$ cat config.mk
export PLATFORM = sky130hd
export DESIGN_NAME = overlay_sched_flat
export DESIGN_NICKNAME = d
export VERILOG_FILES = /design/src/rtl/overlay_sched_if.sv /design/src/rtl/overlay_sched.sv /design/src/flat_wrapper.sv
export SDC_FILE = /design/constraint.sdc
export NUM_CORES = 1
export LEC_CHECK = 0
export BUFFER_PORTS_ARGS = -buffer_cell sky130_fd_sc_hd__buf_2
export CORE_MARGIN = 1.5
export CORE_UTILIZATION = 43
export CTS_BUF_LIST = sky130_fd_sc_hd__clkbuf_16
export CTS_CLUSTER_SIZE = 24
export DETAILED_ROUTE_END_ITERATION = 16
export GPL_TIMING_DRIVEN = 1
export PLACE_DENSITY_LB_ADDON = 0.08
export SYNTH_ARGS = -nofsm -noshare
export SYNTH_HDL_FRONTEND = slang
export SYNTH_SLANG_ARGS = --single-unit
$ cat constraint.sdc
create_clock -name clk -period 2.4 [get_ports clk]
set_input_delay 0.36 -clock clk [delete_from_list [all_inputs] [get_ports clk]]
set_output_delay 0.36 -clock clk [all_outputs]
set_load 0.05 [all_outputs]
$ cat src/rtl/overlay_sched_if.sv
// Producer-side bundle of the overlay update scheduler: three req/ack channels
// (result engine, timer, UI) with the data each one posts.
interface overlay_sched_if;
  logic        res_req;
  logic [31:0] res_rez1;
  logic [31:0] res_rez2;
  logic        res_ack;
  logic        tim_req;
  logic [15:0] tim_freq;
  logic [15:0] tim_elapsed;
  logic        tim_ack;
  logic        ui_req;
  logic [7:0]  ui_mark;
  logic [5:0]  ui_bg;
  logic        ui_ack;

  // Handshake: a producer raises req with data stable and holds both until it
  // sees a one-cycle ack; data is captured on the edge that raises ack. The
  // producer may drop req the cycle after ack or keep it high to post again.
  modport master (
    output res_req, res_rez1, res_rez2, tim_req, tim_freq, tim_elapsed,
           ui_req, ui_mark, ui_bg,
    input  res_ack, tim_ack, ui_ack
  );

  modport slave (
    input  res_req, res_rez1, res_rez2, tim_req, tim_freq, tim_elapsed,
           ui_req, ui_mark, ui_bg,
    output res_ack, tim_ack, ui_ack
  );
endinterface

$ cat src/rtl/overlay_sched.sv
// Frame-synchronous scheduler: round-robin arbitration of three display-value
// producers, committing into the display bank only while vsync is high.
module overlay_sched #(
  parameter int MAX_GRANTS = 3
) (
  input  logic           clk,
  input  logic           rst_n,
  input  logic           vs,
  overlay_sched_if.slave prod,
  output logic [31:0]    rez1,
  output logic [31:0]    rez2,
  output logic [15:0]    freq,
  output logic [15:0]    elapsed,
  output logic [7:0]     mark,
  output logic [5:0]     bg,
  output logic [15:0]    frame_cnt,
  output logic           in_window,
  output logic [1:0]     state_dbg
);

  typedef enum logic [1:0] {
    IDLE = 2'd0,
    SCAN = 2'd1,
    DONE = 2'd2
  } state_e;

  localparam logic [1:0] MAX_G = 2'(MAX_GRANTS);

  state_e      state_q, state_d;
  logic        vs_d_q, vs_d_d;
  logic [1:0]  ptr_q, ptr_d;
  logic [2:0]  served_q, served_d;
  logic [1:0]  grant_cnt_q, grant_cnt_d;
  logic [2:0]  ack_q, ack_d;
  logic [31:0] rez1_q, rez1_d, rez2_q, rez2_d;
  logic [15:0] freq_q, freq_d, elapsed_q, elapsed_d;
  logic [7:0]  mark_q, mark_d;
  logic [5:0]  bg_q, bg_d;
  logic [15:0] frame_cnt_q, frame_cnt_d;
  logic        in_window_q, in_window_d;

  logic [2:0]  req, eligible;
  logic [2:0]  cand3;
  logic [1:0]  gnt_idx;
  logic        found;
  logic        vs_rise;

  assign req     = {prod.ui_req, prod.tim_req, prod.res_req};
  assign vs_rise = vs & ~vs_d_q;

  // First eligible requester at or after ptr, scanning cyclically.
  always_comb begin
    eligible = req & ~served_q & ~ack_q;
    found    = 1'b0;
    gnt_idx  = 2'd0;
    cand3    = 3'd0;
    for (int k = 0; k < 3; k++) begin
      cand3 = {1'b0, ptr_q} + 3'(k);
      if (cand3 >= 3'd3) cand3 = cand3 - 3'd3;
      if (!found && eligible[cand3[1:0]]) begin
        found   = 1'b1;
        gnt_idx = cand3[1:0];
      end
    end
  end

  always_comb begin
    state_d     = state_q;
    vs_d_d      = vs;
    ptr_d       = ptr_q;
    served_d    = served_q;
    grant_cnt_d = grant_cnt_q;
    ack_d       = 3'b000;
    rez1_d      = rez1_q;
    rez2_d      = rez2_q;
    freq_d      = freq_q;
    elapsed_d   = elapsed_q;
    mark_d      = mark_q;
    bg_d        = bg_q;
    frame_cnt_d = frame_cnt_q;

    case (state_q)
      IDLE: begin
        if (vs_rise) begin
          state_d     = SCAN;
          frame_cnt_d = frame_cnt_q + 16'd1;
          served_d    = 3'b000;
          grant_cnt_d = 2'd0;
        end
      end
      SCAN: begin
        if (!vs) begin
          state_d = IDLE;
        end else if (found && (grant_cnt_q < MAX_G)) begin
          ack_d[gnt_idx]    = 1'b1;
          served_d[gnt_idx] = 1'b1;
          grant_cnt_d       = grant_cnt_q + 2'd1;
          ptr_d             = (gnt_idx == 2'd2) ? 2'd0 : gnt_idx + 2'd1;
          case (gnt_idx)
            2'd0: begin
              rez1_d = prod.res_rez1;
              rez2_d = prod.res_rez2;
            end
            2'd1: begin
              freq_d    = prod.tim_freq;
              elapsed_d = prod.tim_elapsed;
            end
            default: begin
              mark_d = prod.ui_mark;
              bg_d   = prod.ui_bg;
            end
          endcase
        end else begin
          state_d = DONE;
        end
      end
      DONE: begin
        if (!vs) state_d = IDLE;
      end
      default: state_d = IDLE;
    endcase

    in_window_d = (state_d == SCAN);
  end

  // vs_d resets high so a reset released during vsync does not open a window.
  always_ff @(posedge clk) begin
    if (!rst_n) begin
      state_q     <= IDLE;
      vs_d_q      <= 1'b1;
      ptr_q       <= 2'd0;
      served_q    <= 3'b000;
      grant_cnt_q <= 2'd0;
      ack_q       <= 3'b000;
      rez1_q      <= 32'd0;
      rez2_q      <= 32'd0;
      freq_q      <= 16'd0;
      elapsed_q   <= 16'd0;
      mark_q      <= 8'd0;
      bg_q        <= 6'd0;
      frame_cnt_q <= 16'd0;
      in_window_q <= 1'b0;
    end else begin
      state_q     <= state_d;
      vs_d_q      <= vs_d_d;
      ptr_q       <= ptr_d;
      served_q    <= served_d;
      grant_cnt_q <= grant_cnt_d;
      ack_q       <= ack_d;
      rez1_q      <= rez1_d;
      rez2_q      <= rez2_d;
      freq_q      <= freq_d;
      elapsed_q   <= elapsed_d;
      mark_q      <= mark_d;
      bg_q        <= bg_d;
      frame_cnt_q <= frame_cnt_d;
      in_window_q <= in_window_d;
    end
  end

  assign prod.res_ack = ack_q[0];
  assign prod.tim_ack = ack_q[1];
  assign prod.ui_ack  = ack_q[2];
  assign rez1         = rez1_q;
  assign rez2         = rez2_q;
  assign freq         = freq_q;
  assign elapsed      = elapsed_q;
  assign mark         = mark_q;
  assign bg           = bg_q;
  assign frame_cnt    = frame_cnt_q;
  assign in_window    = in_window_q;
  assign state_dbg    = state_q;

endmodule
$ cat src/flat_wrapper.sv
// flat-port wrapper written by rule: the top's interface ports become plain ports
module overlay_sched_flat 
#(
  parameter int MAX_GRANTS = 3
)
  (clk, rst_n, vs, rez1, rez2, freq, elapsed, mark, bg, frame_cnt, in_window, state_dbg, prod_res_req, prod_res_rez1, prod_res_rez2, prod_tim_req, prod_tim_freq, prod_tim_elapsed, prod_ui_req, prod_ui_mark, prod_ui_bg, prod_res_ack, prod_tim_ack, prod_ui_ack);
  overlay_sched_if prod_i ();
  input  logic clk;
  input  logic rst_n;
  input  logic vs;
  output logic [31:0] rez1;
  output logic [31:0] rez2;
  output logic [15:0] freq;
  output logic [15:0] elapsed;
  output logic [7:0] mark;
  output logic [5:0] bg;
  output logic [15:0] frame_cnt;
  output logic in_window;
  output logic [1:0] state_dbg;
  input wire logic [$bits(prod_i.res_req)-1:0] prod_res_req;
  input wire logic [$bits(prod_i.res_rez1)-1:0] prod_res_rez1;
  input wire logic [$bits(prod_i.res_rez2)-1:0] prod_res_rez2;
  input wire logic [$bits(prod_i.tim_req)-1:0] prod_tim_req;
  input wire logic [$bits(prod_i.tim_freq)-1:0] prod_tim_freq;
  input wire logic [$bits(prod_i.tim_elapsed)-1:0] prod_tim_elapsed;
  input wire logic [$bits(prod_i.ui_req)-1:0] prod_ui_req;
  input wire logic [$bits(prod_i.ui_mark)-1:0] prod_ui_mark;
  input wire logic [$bits(prod_i.ui_bg)-1:0] prod_ui_bg;
  output wire logic [$bits(prod_i.res_ack)-1:0] prod_res_ack;
  output wire logic [$bits(prod_i.tim_ack)-1:0] prod_tim_ack;
  output wire logic [$bits(prod_i.ui_ack)-1:0] prod_ui_ack;
  assign prod_i.res_req = prod_res_req;
  assign prod_i.res_rez1 = prod_res_rez1;
  assign prod_i.res_rez2 = prod_res_rez2;
  assign prod_i.tim_req = prod_tim_req;
  assign prod_i.tim_freq = prod_tim_freq;
  assign prod_i.tim_elapsed = prod_tim_elapsed;
  assign prod_i.ui_req = prod_ui_req;
  assign prod_i.ui_mark = prod_ui_mark;
  assign prod_i.ui_bg = prod_ui_bg;
  assign prod_res_ack = prod_i.res_ack;
  assign prod_tim_ack = prod_i.tim_ack;
  assign prod_ui_ack = prod_i.ui_ack;
  overlay_sched #(.MAX_GRANTS(MAX_GRANTS)) u_core (.clk(clk), .rst_n(rst_n), .vs(vs), .prod(prod_i), .rez1(rez1), .rez2(rez2), .freq(freq), .elapsed(elapsed), .mark(mark), .bg(bg), .frame_cnt(frame_cnt), .in_window(in_window), .state_dbg(state_dbg));
endmodule
After elaboration in Yosys (flattened, before gate mapping)
Cells that the tools add are included.
Widths: inputs -> output; s select.
{"block": "word_totals", "reg_bits": 140, "inputBits": 116, "output_inout_bits": 132, "wordCells": 95}
{"block": "op_classes", "add_sub_neg": 8, "order_cmp": 9, "n_eq_ne": 8, "muxes": 31, "bitwise_logic": 8, "reduce_logical": 17}
{"operator": "$mux 2", "n": 14}
{"operator": "$reduce_and 4->1", "n": 5}
{"operator": "$add 16x1->16 const B", "n": 1}
{"operator": "$lt 2x3->1 const B", "n": 4}
{"operator": "$mux 3", "n": 3}
{"operator": "$mux 1", "n": 7}
{"operator": "$and 3x3->3", "n": 2}
{"operator": "$bmux 1 s2", "n": 3}
{"operator": "$eq 2x1->1 const B", "n": 3}
{"operator": "$ge 3x2->1 const B", "n": 2}
{"operator": "$not 3->3", "n": 2}
{"operator": "$pmux 2 s3", "n": 1}
{"operator": "$pmux 3 s2", "n": 1}
{"operator": "$sub 2x2->2 const B", "n": 3}
{"operator": "$add 2x1->2 const B", "n": 2}
{"operator": "$eq 2x2->1 const B", "n": 2}
{"operator": "$logic_and 1x1->1", "n": 4}
{"operator": "$logic_not 2->1", "n": 2}
{"operator": "$ne 2x1->1 const B", "n": 2}
{"operator": "$pmux 2 s2", "n": 1}
{"operator": "$add 2x1->3 const B", "n": 1}
{"operator": "$add 2x2->3 const B", "n": 1}
{"operator": "$or 3x3->3", "n": 1}
{"operator": "$reduce_and 3->1", "n": 1}
{"operator": "11 further kinds", "n": 13}

Longest topological paths before layout
Gate-level depths: netlist (run 1).
{"block": "logic_depth", "word_depth": 20, "depth_mapped": 11, "depth_no_buf": 7}

Worst setup path before layout (run 1)
Ideal clock, no wire load.
{"block": "synth_timing", "path_type": "reg2reg", "start": "register u_core.ack_q[0]", "end": "register u_core.rez1_q[24], in the netlist u_core.rez1[24]", "setup_time_ns": 0.120, "arrival_ns": 2.300, "required_time_ns": 2.280, "slack_ns": -0.019, "path_stages_with_launch": 9, "n_path_buf": 3, "period_less_slack_ns": 2.419, "cell_sequence": "dfxtp_1 -> or3b_1 -> or4_1 -> and4_1 -> or3_1 -> clkbuf_1 -> buf_6 -> buf_6 -> mux2i_1"}
{"block": "synth_via", "elab_chain_len": 13, "word_cells_on_any_way": 21, "classes_between": "12 x mux; 2 x bitwise; 7 x reduce/logical"}
{"item": "start: declaration", "line": "overlay_sched.sv:34", "source": "logic [2:0] ack_q, ack_d;"}
{"item": "start signal: assignment", "line": "overlay_sched.sv:149", "source": "ack_q <= ack_d;"}
{"item": "$not 3->3 (*)", "line": "overlay_sched.sv:53", "source": "eligible = req & ~served_q & ~ack_q;"}
{"item": "$and 3x3->3 (*)", "line": "overlay_sched.sv:53"}
{"item": "$bmux 1 s2", "line": "overlay_sched.sv:60", "source": "if (!found && eligible[cand3[1:0]]) begin"}
{"item": "$mux 1 (implied by the code)", "line": "overlay_sched.sv:60"}
{"item": "$mux 1", "line": "overlay_sched.sv:60"}
{"item": "$logic_not 1->1", "line": "overlay_sched.sv:60"}
{"item": "$logic_and 1x1->1", "line": "overlay_sched.sv:60"}
{"item": "$mux 1", "line": "overlay_sched.sv:60"}
{"item": "$logic_not 1->1", "line": "overlay_sched.sv:60"}
{"item": "$logic_and 1x1->1", "line": "overlay_sched.sv:60"}
{"item": "$mux 2 / $mux 1 (equally long branches)", "line": "overlay_sched.sv:60"}
{"item": "$logic_not 2->1 / $logic_and 1x1->1 (equally long branches)", "line": "overlay_sched.sv:99, overlay_sched.sv:94"}
{"item": "$reduce_and 4->1 (no line) (*)"}
{"item": "end signal: assignment", "line": "overlay_sched.sv:150", "source": "rez1_q <= rez1_d;"}
{"item": "end: declaration", "line": "overlay_sched.sv:35", "source": "logic [31:0] rez1_q, rez1_d, rez2_q, rez2_d;"}
Every way passes the cells marked *; elsewhere a longest branch is shown, timed or not. The select of a mux whose other input is x is not followed.
A chain may end at the register's enable or synchronous reset.

Final worst setup path (run 1)
{"block": "layout_timing", "start": "register u_core.ptr_q[0]", "end": "register u_core.rez1_q[22], in the netlist u_core.rez1[22]"}
{"block": "layout_via", "elab_chain_len": 13, "word_cells_on_any_way": 30, "classes_between": "5 x add/sub; 3 x order compare; 15 x mux; 7 x reduce/logical"}
{"item": "start: declaration", "line": "overlay_sched.sv:31", "source": "logic [1:0] ptr_q, ptr_d;"}
{"item": "start signal: assignment", "line": "overlay_sched.sv:146", "source": "ptr_q <= ptr_d;"}
{"item": "parallel branches: the longest is 12 deep, another holds $add 2x1->3"}
{"item": "$reduce_and 4->1 (no line) (*)"}
Every way passes the cells marked *. The select of a mux whose other input is x is not followed.

==> results of run 1 <==
## report_power, final
group	total (mW)	internal, mW	switching (mW)
Clock	2.14	1.26	0.880
Combinational	0.379	0.156	0.223
Sequential	2.36	2.35	0.0118
## registers in the layout, summed over array words and instances, names as in the netlist, 6 cells and up
signal / flops
u_core.bg: 6
u_core.rez2: 32
u_core.freq: 16
u_core.rez1: 32
u_core.frame_cnt: 16
u_core.mark: 8
u_core.elapsed: 16
## stage by stage
step	std cells	hold slack (ps)
finish	1074	184
global route	1074	170
CTS	1067	168
detailed placement	1036	445
global placement	1036	439
floorplan	642	434
## cell usage after synthesis (2+ instances only)
| cell | number | share of area (%) |
|---|---|---|
| nor3_1 | 9 | 0.78 |
| inv_1 | 6 | 0.39 |
| xor2_1 | 7 | 1.1 |
| a21oi_1 | 3 | 0.26 |
| buf_2 | 6 | 0.52 |
| nor2b_1 | 3 | 0.32 |
| or3_1 | 7 | 0.76 |
| xnor2_1 | 3 | 0.45 |
| nand3_1 | 6 | 0.52 |
| and3_1 | 3 | 0.32 |
| and2_1 | 10 | 1.1 |
| nor3b_1 | 4 | 0.52 |
| o21a_1 | 3 | 0.39 |
| a31oi_1 | 2 | 0.22 |
| o21ai_0 | 6 | 0.52 |
| buf_6 | 5 | 0.97 |
| mux2i_1 | 111 | 19 |
| nand4_1 | 4 | 0.43 |
| clkbuf_1 | 31 | 2.0 |
| a21boi_1 | 3 | 0.39 |
| a21boi_0 | 6 | 0.78 |
| nand2_1 | 231 | 15 |
| ha_1 | 4 | 0.87 |
| or3b_1 | 3 | 0.45 |
| nor2_1 | 7 | 0.45 |
| dfxtp_1 | 140 | 48 |
| nand2b_1 | 2 | 0.22 |
| and4_1 | 3 | 0.45 |
## metal layers
| layer | vias up | GRT usage, % | wire [um] |
|---|---|---|---|
| met4 | 0 | 8.81 | 276 |
| met1 | 2343 | 22.2 | 6120 |
| met5 | - | 0 | 0 |
| met3 | 19 | 7.52 | 1030 |
| li1 | 2616 | - | - |
| met2 | 159 | 32.2 | 7020 |
## cells in the final DEF, fill, tap and decap left out, drive strengths merged, types with 2 or more instances in the layout
cell type,count
nand4,4
a31oi,2
nor2,7
dfxtp,140
ha,4
clkbuf,21
or3b,3
nor3b,4
or3,8
nand2b,2
inv,15
and4,3
nand2,231
o21ai,6
a21boi,9
and2,10
xnor2,3
xor2,7
a21oi,3
buf,262
clkinv,5
o21a,3
nor2b,3
nand3,6
nor3,9
and3,3
mux2i,111
## cells by family after synthesis
family,Yosys count,share of synthesized area [%]
adders and majority gates,4,0.865
xor gates and xnor gates,10,1.51
DFF,140,48.5
buffers and inverters,48,3.89
muxes,111,19.2
and+or+nand+nor,296,21.9
AOI/OAI and AO/OA,33,4.13
## area by class of cell
class / instances / share of cell area, %
Timing Repair Buffer: 266 / 19.5
Clock inverter: 14 / 0.685
Inverter: 6 / 0.287
Multi-Input combinational cell: 455 / 35.6
Sequential cell: 140 / 35.7
Tap cell: 176 / 2.80
Clock buffer: 17 / 5.42
## path summary, 6_finish.rpt
| path | start | endpoint | slack, ps | cells after the start |
|---|---|---|---|---|
| max reg2reg | u_core.ptr_q[0] | u_core.rez1[22] | 90 | 7 |
| max | u_core.ptr_q[0] | u_core.rez1[22] | 90 | 7 |
| min | prod_res_rez2[8] | u_core.rez2[8] | 180 | 3 |
| min reg2reg | u_core.elapsed[8] | u_core.elapsed[8] | 450 | 2 |
## critical path, stage by stage, from the launching register on
cell       delay, ps
dfxtp_2          340
inv_1             70
ha_4             260
or4_1            530
and4_4           210
or3_4            470
clkbuf_16        210
mux2i_1          120
==> impl_summary.md, run 1 <==
Logic synthesis
Counting flops with a built-in enable in the synthesized netlist gives 0. The count of yosys warnings during synthesis is 0. After synthesis, the netlist uses 42 different library cells. Summing every instance area after synthesis gives 0.00578 mm^2.

The post-synthesis register bit count is 140. The share of async-settable or async-resettable flops after synthesis is 0%. Synthesis produced a netlist with a net count of 762. In the synthesized netlist the dominant register cell turns out to be dfxtp_1. The post-synthesis instance total is 642. The synthesized area divided by synthesized cell count is 9.01 um^2. The share of the Yosys chip area taken by registers is 48.5%.

Die
The floorplan has 42 rows. The x dimension of the die is 119 um. The die is 119 um tall. The die area is 0.0142 mm^2. 248 I/O pins were placed. For this configuration, the core starts out at a cell density of 43.9%. The region available for standard cell placement spans 0.0132 mm^2.

Route
The final routed DRC violation total is 0. The average detailed-routed wire length per instance is 13.5 um. The number of vias per cell is 4.78.

The first-iteration detailed-routing DRC count is 222. Across all layers, the routed design uses 5137 vias. The detail route stage leaves a number of antenna-violating nets equal to 0.

Summed over all layers, the routed wires come to 14500 um. The first detailed-routing pass took 5 iterations.

Final layout
The post-layout utilization of the core is 59.5%. The number of fill cells in the layout is 1214. The layout-stage area growth over the synthesis result is 35.8%. The post-route netlist has 33.1% of its cells at a drive strength greater than 1. The repair_antennas step left the layout with diodes totalling 0. The multi-input combinational cells in the finished layout cover a total of 0.00280 mm^2. The finished cells cover 0.00785 mm^2. The net count reported at finish is 1006. Across the whole layout, storage elements account for 0.00281 mm^2.

Timing
Adding up every negative setup slack in the final design gives 0 ps. The maximum clock skew at final layout is 7.46 ps. Setup violations remaining at the end of the flow were counted as 0. The setup slack after layout is 89.4 ps.

The actual slew at the worst max-slew pin is 541 ps. Static timing analysis puts the maximum clock frequency at 0.433 GHz. The number of max-slew violations in the final report is 0. Headroom to the max-slew limit came out at 63.9%.

Setup repair after global routing left no endpoint under its margin. The hold violation total from the final report is 0. The worst path in the final design needs a cycle of 2310 ps, including I/O delays and setup. After layout, the worst path uses 96.3% of the clock period.

Placement
The worst-case setup slack after placement is 40.3 ps. The placement-stage cell area is 0.00721 mm^2. The total half-perimeter wirelength after legalization and detailed placement is 10100 um. The routability-driven placement congestion ratio is 0.872. The count of buffers added on input and output ports is 247.

Clock network
The total clock sinks is 140. The root buffer cell chosen for the clock tree is clkbuf_16. The TritonCTS clock tree is done. In this run the number of H-tree levels came out at 4. Clock latency on the worst-skew pair, taken at its later pin, is 410 ps. The post-cts hold buffer count is 0. The number of buffers on the longest clock path is 2. The number of buffers created by CTS is 17.

The number of setup buffers added after CTS is 0. After clock tree synthesis, the clock-pin slew on the worst setup and hold paths is 50 ps. The number of gates resized after CTS was 0.

Outcome
The flow ran to the end, and the final reports show no timing, DRC or antenna violations.

Pwr
The power density of the placed cells is 621 mW/mm^2. VDD sags by at most 0.416 mV. The total power after layout is 4.87 mW.

The standby leakage power is 4.21 nW.

Critical path
The worst-path maximum fanout is 7. For the worst setup path, the data required time is 2700 ps. STA classifies the critical path endpoint as a register.

STA classifies the critical path startpoint as a register. The critical path is of the reg2reg type. The data arrival time at the worst-slack endpoint is 2610 ps.

GRT
The global-route wire length before repair is 22000 um. Entering global routing, the biggest net connects 110 pins. Global routing consumed, over all layers together, 19.4% of the routing resources. The number of antenna violations at the first check in global routing is 0. For this run the aggregate overflow at the end of global routing stands at 0.

The via count of the first global-routing pass was 4710.

Flow run
The number of maximum-capacitance violations is 0.

Worst hold path
The worst hold path belongs to the class in2reg.
(Power assumes the default switching activity.)
==> run 2: changes to the inputs <==
--- a/config.mk
+++ b/config.mk
@@ -9,10 +9,10 @@
 export CORE_MARGIN = 1.5
 export CORE_UTILIZATION = 43
 export CTS_BUF_LIST = sky130_fd_sc_hd__clkbuf_16
-export CTS_CLUSTER_SIZE = 24
+export CTS_CLUSTER_SIZE = 28
 export DETAILED_ROUTE_END_ITERATION = 16
 export GPL_TIMING_DRIVEN = 1
-export PLACE_DENSITY_LB_ADDON = 0.08
+export PLACE_DENSITY = 0.88
 export SYNTH_ARGS = -nofsm -noshare
 export SYNTH_HDL_FRONTEND = slang
 export SYNTH_SLANG_ARGS = --single-unit
==> run 2 against run 1 <==
Global-route usage increased by 0.44 points. Sequential share of layout area is 0.55 points lower. Die area is the same. Largest cell class unchanged.
==> impl_summary.md, run 2 (synthesis results as in run 1) <==
Final layout
The library cell used most frequently in the layout, excluding fill and tap cells, is buf_2. The number of fill cells in the layout is 1125 (-7.3%). The net count reported at finish is 1004 (-0.20%). The antenna diode count is 0 (unchanged). The layout-stage area growth over the synthesis result is 37.9%. The footprint of the multi-input gates is 0.00279 mm^2 (-0.22%).

The share of post-route cells with drive strength above 1 came to 33.9% (+0.86 points). The area of all sequential standard cells is 0.00281 mm^2 (unchanged). The library cells used most frequently in the layout, excluding fill and tap cells, are buf_2, nand2_1, dfxtp_1.

Timing
Setup repair after global routing left no endpoint under its margin. The highest clock frequency the design can meet is 0.429 GHz (-0.90%). The count of final setup violators is 0 (unchanged). The actual slew at the worst max-slew pin is 507 ps (-34.2 ps). The maximum clock skew at final layout is 8.63 ps (+1.18 ps). The final period demand of the worst path is 2330 ps (+20.9 ps). The summed negative setup slack over all endpoints was 0 ps (unchanged). The worst-case headroom to the max-slew limit came to 66.1% (+2.3 points).

The hold violation total from the final report is 0 (unchanged). The number of max-slew violations in the final report came to 0 (unchanged). The ratio of final minimum period to clock period is 97.1% (+0.87 points).

Worst hold path
The launch instance of the worst min-delay path is prod_res_rez1[22]. In this run the worst hold path is classified as in2reg. The path with the worst hold slack has its endpoint at u_core.rez1[22]. The hold-critical path depth is 3 (unchanged).

Route
The number of vias per cell is 4.86 (+1.6%). The first-iteration detailed-routing DRC count was 160 (-28%). The aggregate routed wire length is 14800 um (+2.3%).

The number of detailed-routing iterations run before antenna repair is 5 (unchanged). The final routed DRC violation total is 0 (unchanged). The average detailed-routed wire length per instance is 13.8 um (+2.5%). The via count of the routed design is 5207 (+1.4%). The number of nets with antenna violations after detailed routing is 0 (unchanged).

Die
The x dimension of the die is 119 um (unchanged). The total I/O pin count is 248 (unchanged). The cell row count is 42 (unchanged). The height of the die is 119 um (unchanged).

The initial core utilization is 43.9% (unchanged). The core area is 0.0132 mm^2 (unchanged). The die area came to 0.0142 mm^2 (unchanged).

Pwr
The switching fraction of total power is 22.8% (-0.10 points). The power dissipated by switching net loads is 1.21 mW (+8.8%). The internal power summed over all cells is 4.11 mW (+9.4%). The standby leakage power is 4.21 nW (about the same). The share of total power in combinational logic came to 7.2% (-0.6 points). The power density of the placed cells is 667 mW/mm^2 (+7.6%). The total power after layout is 5.32 mW (+9.2%).

The clock power share is 48.6% (+4.7 points). The highest ir drop seen on vdd is 0.399 mV (-4.3%). The sequential group share of total power is 44.3% (-4.1 points).

Placement
The total half-perimeter wirelength after legalization and detailed placement is 10400 um (+3.0%). The routability-driven placement congestion ratio is 0.873 (+0.11%). The port buffer count is 247 (unchanged).

Flow run
The number of maximum-capacitance violations came to 0 (unchanged).

Critical path
The worst path required time is 2690 ps (about the same). The data arrival time at the worst-slack endpoint is 2630 ps (+20 ps). The worst register-to-register path begins at u_core.ptr_q[0]. The startpoint class of the critical path is a register. The sort of element at the end of the critical path is a register. The endpoint identified for the worst register-to-register timing path is u_core.rez1[11]. By startpoint and endpoint, the worst setup path is classified as reg2reg.

The worst-path maximum fanout is 11 (+4). On the critical path, the stage with the largest delay is an instance of or4_1. The depth of the worst register-to-register path was 7 (unchanged). The largest stage delay on the critical path is 510 ps (-20 ps). Walking the worst path, the cells encountered are inv_1 > ha_4 > or4_1 > and4_1 > or3_4 > clkbuf_16 > mux2i_1. The register-to-register setup slack is 70 ps (-20 ps).

GRT
The number of antenna violations at the first check in global routing is 0 (unchanged). The global-route wire length before repair is 22600 um (+2.4%). The via count of the first global-routing pass is 4950 (+5.1%). The remaining global-route overflow is 0 (unchanged). The aggregate global-route resource usage is 19.9% (+0.44 points). The maximum number of pins on one net before global-route repair is 86 (-22%).

Clock network
The number of cells upsized or downsized after cts is 0 (unchanged). The clock slew at the register clock pins of the worst setup and hold paths is 60 ps (about the same). The number of setup buffers added after CTS is 0 (unchanged). The total clock sinks is 140 (unchanged). The TritonCTS clock tree is done.

The number of H-tree branching levels is 4 (unchanged). The number of buffers on the longest clock path was 2 (unchanged). The cell at the root of the clock tree is clkbuf_16.

The later-pin clock latency in the skew report is 410 ps (about the same). The post-cts hold buffer count is 0 (unchanged). The number of buffers created by CTS is 17 (unchanged).

Outcome
The run finished with clean final reports.
[run 2: cell count changes in the layout (fill, tap and decap cells not counted), sizes merged]
cell and delta:
buf -1, or3 -1, bufinv +3, clkinvlp +3, inv -7, clkinv +1
[run 2: layer usage]
metal	vias to the layer above	track usage, %	share of wire, %
li1	2602	-	-
met1	2389	22.3	41
met2	194	34.5	50
met3	22	6.85	7.1
met4	0	7.91	1.7
met5	-	0	0
[run 2: cell type report]
cell class	instances	area share (%)
clock inverter	14	1.93
multi-input combinational	454	35.0
sequential	140	35.2
inverter	6	0.282
timing repair buffer	265	19.5
tap	176	2.76
clock buffer	17	5.33
[run 2: worst max-delay path: cells and delay by family, from the launching register on]
| kind | cells | cell delay (ps) |
|---|---|---|
| fa+ha+maj | 1 | 250 |
| buf+inv | 2 | 300 |
| flops | 1 | 340 |
| mux | 1 | 120 |
| simple gates | 3 | 1210 |
[run 2: worst max-delay path by stage]
stage                               start         endpoint  slack, ps  depth (start not counted)
after CTS                 u_core.ptr_q[0]   u_core.rez2[8]         30                          7
after detailed placement  u_core.ptr_q[0]   u_core.rez2[8]         40                          7
final                     u_core.ptr_q[0]  u_core.rez1[11]         70                          7
after floorplan           u_core.ack_q[2]     u_core.bg[0]         50                          7
after global placement    u_core.ptr_q[0]  u_core.rez1[23]         90                          7
after global routing      u_core.ptr_q[0]  u_core.rez2[24]         10                          7
[run 2: power groups by stage]
stage,clock (mW),combinational (mW),sequential (mW)
CTS,2.63,0.373,2.36
detailed placement,0,0.371,2.41
global placement,0,0.364,2.41
floorplan,0,0.159,2.47
finish,2.59,0.381,2.36
global route,2.74,0.416,2.36
[run 2: through the flow]
| step | cells | util (%) | cell area [um^2] | hold slack [ps] | worst slack [ps] |
|---|---|---|---|---|---|
| after floorplan | 642 | - | 5790 | 434 | 47.2 |
| after global placement | 1036 | 54.9 | 7240 | 440 | 89.4 |
| after detailed placement | 1036 | 54.9 | 7240 | 444 | 38.5 |
| after CTS | 1067 | 59.3 | 7820 | 164 | 33.2 |
| after global routing | 1072 | 60.5 | 7980 | 178 | 10.2 |
| final | 1072 | 60.5 | 7980 | 186 | 68.5 |
==> run 3: changes to the inputs <==
--- a/config.mk
+++ b/config.mk
@@ -6,13 +6,14 @@
 export NUM_CORES = 1
 export LEC_CHECK = 0
 export BUFFER_PORTS_ARGS = -buffer_cell sky130_fd_sc_hd__buf_2
+export CORE_ASPECT_RATIO = 0.6
 export CORE_MARGIN = 1.5
-export CORE_UTILIZATION = 43
+export CORE_UTILIZATION = 51
 export CTS_BUF_LIST = sky130_fd_sc_hd__clkbuf_16
 export CTS_CLUSTER_SIZE = 28
 export DETAILED_ROUTE_END_ITERATION = 16
 export GPL_TIMING_DRIVEN = 1
-export PLACE_DENSITY = 0.88
+export PLACE_DENSITY = 0.95
 export SYNTH_ARGS = -nofsm -noshare
 export SYNTH_HDL_FRONTEND = slang
 export SYNTH_SLANG_ARGS = --single-unit
==> constraint.sdc (replaced) <==
create_clock -name clk -period 2.7 [get_ports clk]
set_input_delay 0.405 -clock clk [delete_from_list [all_inputs] [get_ports clk]]
set_output_delay 0.405 -clock clk [all_outputs]
set_load 0.05 [all_outputs]
==> run 3 against run 2 <==
Clock skew increased by 2.7 ps. Sequential power decreased by 11%. Global-route usage increased by 3.8 points. Cell count decreased by 4.3%. Critical path type unchanged.
==> impl_summary.md, run 3 (synthesis results as in run 1) <==
Pwr
The switching fraction of total power is 23.5% (+0.70 points). The power density of the placed cells was 589 mW/mm^2 (-12%). The standby leakage power came to 4.10 nW (-2.7%).

The total power after layout was 4.52 mW (-15%). The power dissipated by switching net loads is 1.06 mW (-12%). The highest ir drop seen on vdd is 0.432 mV (+8.5%). The clock power share is 46.4% (-2.2 points). The internal power summed over all cells came to 3.46 mW (-16%). The sequential group share of total power is 46.3% (+2.0 points). The share of total power in combinational logic was 7.3% (about the same).

Clock network
The number of buffers on the longest clock path is 2 (unchanged). The later-pin clock latency in the skew report was 400 ps (about the same). The number of H-tree branching levels is 4 (unchanged). The number of setup buffers added after CTS was 0 (unchanged). The number of cells upsized or downsized after cts came to 0 (unchanged). The post-cts hold buffer count is 0 (unchanged).

The number of buffers created by CTS was 17 (unchanged). The total clock sinks is 140 (unchanged). The TritonCTS clock tree is done. The cell at the root of the clock tree is clkbuf_16. The clock slew at the register clock pins of the worst setup and hold paths is 60 ps (about the same).

Critical path
The critical register-to-register path startpoint is u_core.ptr_q[0]. The kind of critical path is reg2reg. The sort of element at the end of the critical path is a register. The cell with the largest stage delay on the worst path is or4_1. The terminus of the critical flop-to-flop path is u_core.rez1[5]. The worst path required time is 3010 ps (+320 ps). The depth of the worst register-to-register path came to 7 (unchanged). The register-to-register setup slack is 160 ps (+90 ps). The signal on the critical path passes through inv_1 > ha_1 > or4_1 > and4_1 > or3_4 > buf_12 > mux2i_1.

The largest stage delay on the critical path is 540 ps (+30 ps). The worst-path maximum fanout came to 26 (+15). The data arrival time at the worst-slack endpoint came to 2850 ps (+220 ps). The worst setup path is launched from a register.

Final layout
The antenna diode count is 0 (unchanged). Leaving out fill and tap cells, the most frequent cell in the layout is buf_2. The top cell types in the final layout, fill and taps aside, are buf_2, nand2_1, dfxtp_1. The number of fill cells in the layout is 855 (-24%). The share of post-route cells with drive strength above 1 is 32.7% (-1.2 points).

The layout-stage area growth over the synthesis result is 32.6%. The net count reported at finish was 996 (-0.80%).

Placement
The port buffer count is 247 (unchanged). The worst-case setup slack after placement is 181 ps (+143 ps). The routability-driven placement congestion ratio was 0.863 (-1.2%). The total half-perimeter wirelength after legalization and detailed placement is 10300 um (-1.0%).

Worst hold path
The worst hold path begins at prod_res_rez2[16]. The type of the worst min-delay path is in2reg. The hold-critical path depth came to 3 (unchanged). The worst hold path terminates at u_core.rez2[16].

Route
The first-iteration detailed-routing DRC count came to 301 (+88%). The number of nets with antenna violations after detailed routing is 0 (unchanged). The number of detailed-routing iterations run before antenna repair was 4 (-1). The aggregate routed wire length is 14300 um (-3.0%). The via count of the routed design is 5196 (-0.21%). The number of vias per cell was 5.06 (+4.3%).

The final routed DRC violation total is 0 (unchanged). The average detailed-routed wire length per instance is 14.0 um (+1.3%).

GRT
The aggregate global-route resource usage is 23.6% (+3.8 points). The global-route wire length before repair is 22800 um (+1.2%). The number of antenna violations at the first check in global routing is 0 (unchanged).

The via count of the first global-routing pass is 4905 (-0.91%). The maximum number of pins on one net before global-route repair is 94 (+9.3%). The remaining global-route overflow came to 0 (unchanged).

Timing
The final period demand of the worst path is 2540 ps (+210 ps). The actual slew at the worst max-slew pin is 539 ps (+32.5 ps). The setup slack after layout is 159 ps (+90.3 ps).

The number of max-slew violations in the final report is 0 (unchanged). The summed negative setup slack over all endpoints is 0 ps (unchanged). Setup repair after global routing left no endpoint under its margin. The worst-case headroom to the max-slew limit came to 64.0% (-2.2 points). The highest clock frequency the design can meet is 0.394 GHz (-8.3%). The hold violation total from the final report came to 0 (unchanged). The maximum clock skew at final layout is 11.3 ps (+2.67 ps).

The ratio of final minimum period to clock period was 94.1% (-3.0 points). The count of final setup violators is 0 (unchanged).

Die
The die area is 0.0120 mm^2 (-15%). The core area is 0.0108 mm^2 (-18%). The total I/O pin count came to 248 (unchanged). The height of the die was 85.5 um (-28%).

The cell row count came to 29 (-31%). The initial core utilization is 53.5% (+9.6 points). The x dimension of the die is 140 um (+18%).

Flow run
The number of maximum-capacitance violations is 0 (unchanged).

Outcome
The flow ran to the end, and the final reports show no timing, DRC or antenna violations.
==> run 3: cell types whose count changed in the layout (fill, tap and decap cells not counted), moves of 2 or more <==
cell / before / now
ha_1: 2 / 4
buf_12: 7 / 5
dfxtp_2: 2 / 0
clkbuf_16: 21 / 17
mux2i_1: 109 / 111
bufinv_16: 3 / 1
clkinv_2: 1 / 3
mux2i_2: 2 / 0
dfxtp_1: 138 / 140
==> run 3: area by class of cell <==
class	instances	area (um^2)	share of cell area (%)
Sequential cell	140	2800	36.5
Multi-Input combinational cell	454	2760	36.0
Timing Repair Buffer	257	1380	18.0
Clock buffer	17	425	5.55
Tap cell	139	174	2.27
Clock inverter	13	104	1.35
Inverter	6	22.5	0.294
==> run 3: worst max-delay path: cells and delay by family, from the launching register on <==
family	cells	cell delay (ps)
flip-flops	1	350
multiplexers	1	210
AND/OR/NAND/NOR	3	1240
adder cells (fa/ha/maj)	1	360
buffers and inverters	2	290
==> run 3: power groups by stage <==
stage                     Clock [mW]  Combinational (mW)  Sequential (mW)
after floorplan                    0               0.142             2.19
after global placement             0               0.321             2.14
after detailed placement           0               0.326             2.14
after CTS                       2.13               0.329             2.09
after global routing            2.23               0.358             2.09
final                           2.10               0.328             2.09
==> run 3: metal layers <==
metal / vias to the layer above / wire length [um] / GRT usage [%]
li1: 2593 / - / -
met1: 2376 / 6000 / 27.8
met2: 205 / 7010 / 41.5
met3: 22 / 1080 / 6.87
met4: 0 / 257 / 8.81
met5: - / 0 / 0
==> run 3: how the worst max path moves through the flow <==
stage | start | to | slack, ps | depth (start not counted)
global route | u_core.ptr_q[0] | u_core.rez1[5] | 80 | 7
detailed placement | prod_res_req | u_core.rez1[5] | 180 | 7
finish | u_core.ptr_q[0] | u_core.rez1[5] | 160 | 7
CTS | u_core.ptr_q[0] | u_core.rez1[5] | 190 | 7
global placement | prod_res_req | u_core.rez2[12] | 240 | 7
floorplan | u_core.ack_q[0] | u_core.rez1[24] | 280 | 8
==> run 3: per-stage QoR <==
| stage | hold slack, ps | std cells | cell area (um^2) | utilization (%) |
|---|---|---|---|---|
| 6_report | 239 | 1026 | 7670 | 70.9 |
| 5_1_grt | 233 | 1026 | 7670 | 70.9 |
| 4_1_cts | 227 | 1026 | 7670 | 70.9 |
| 3_5_place_dp | 447 | 996 | 7140 | 66.0 |
| 3_3_place_gp | 441 | 996 | 7140 | 66.0 |
| 2_1_floorplan | 434 | 642 | 5780 | - |
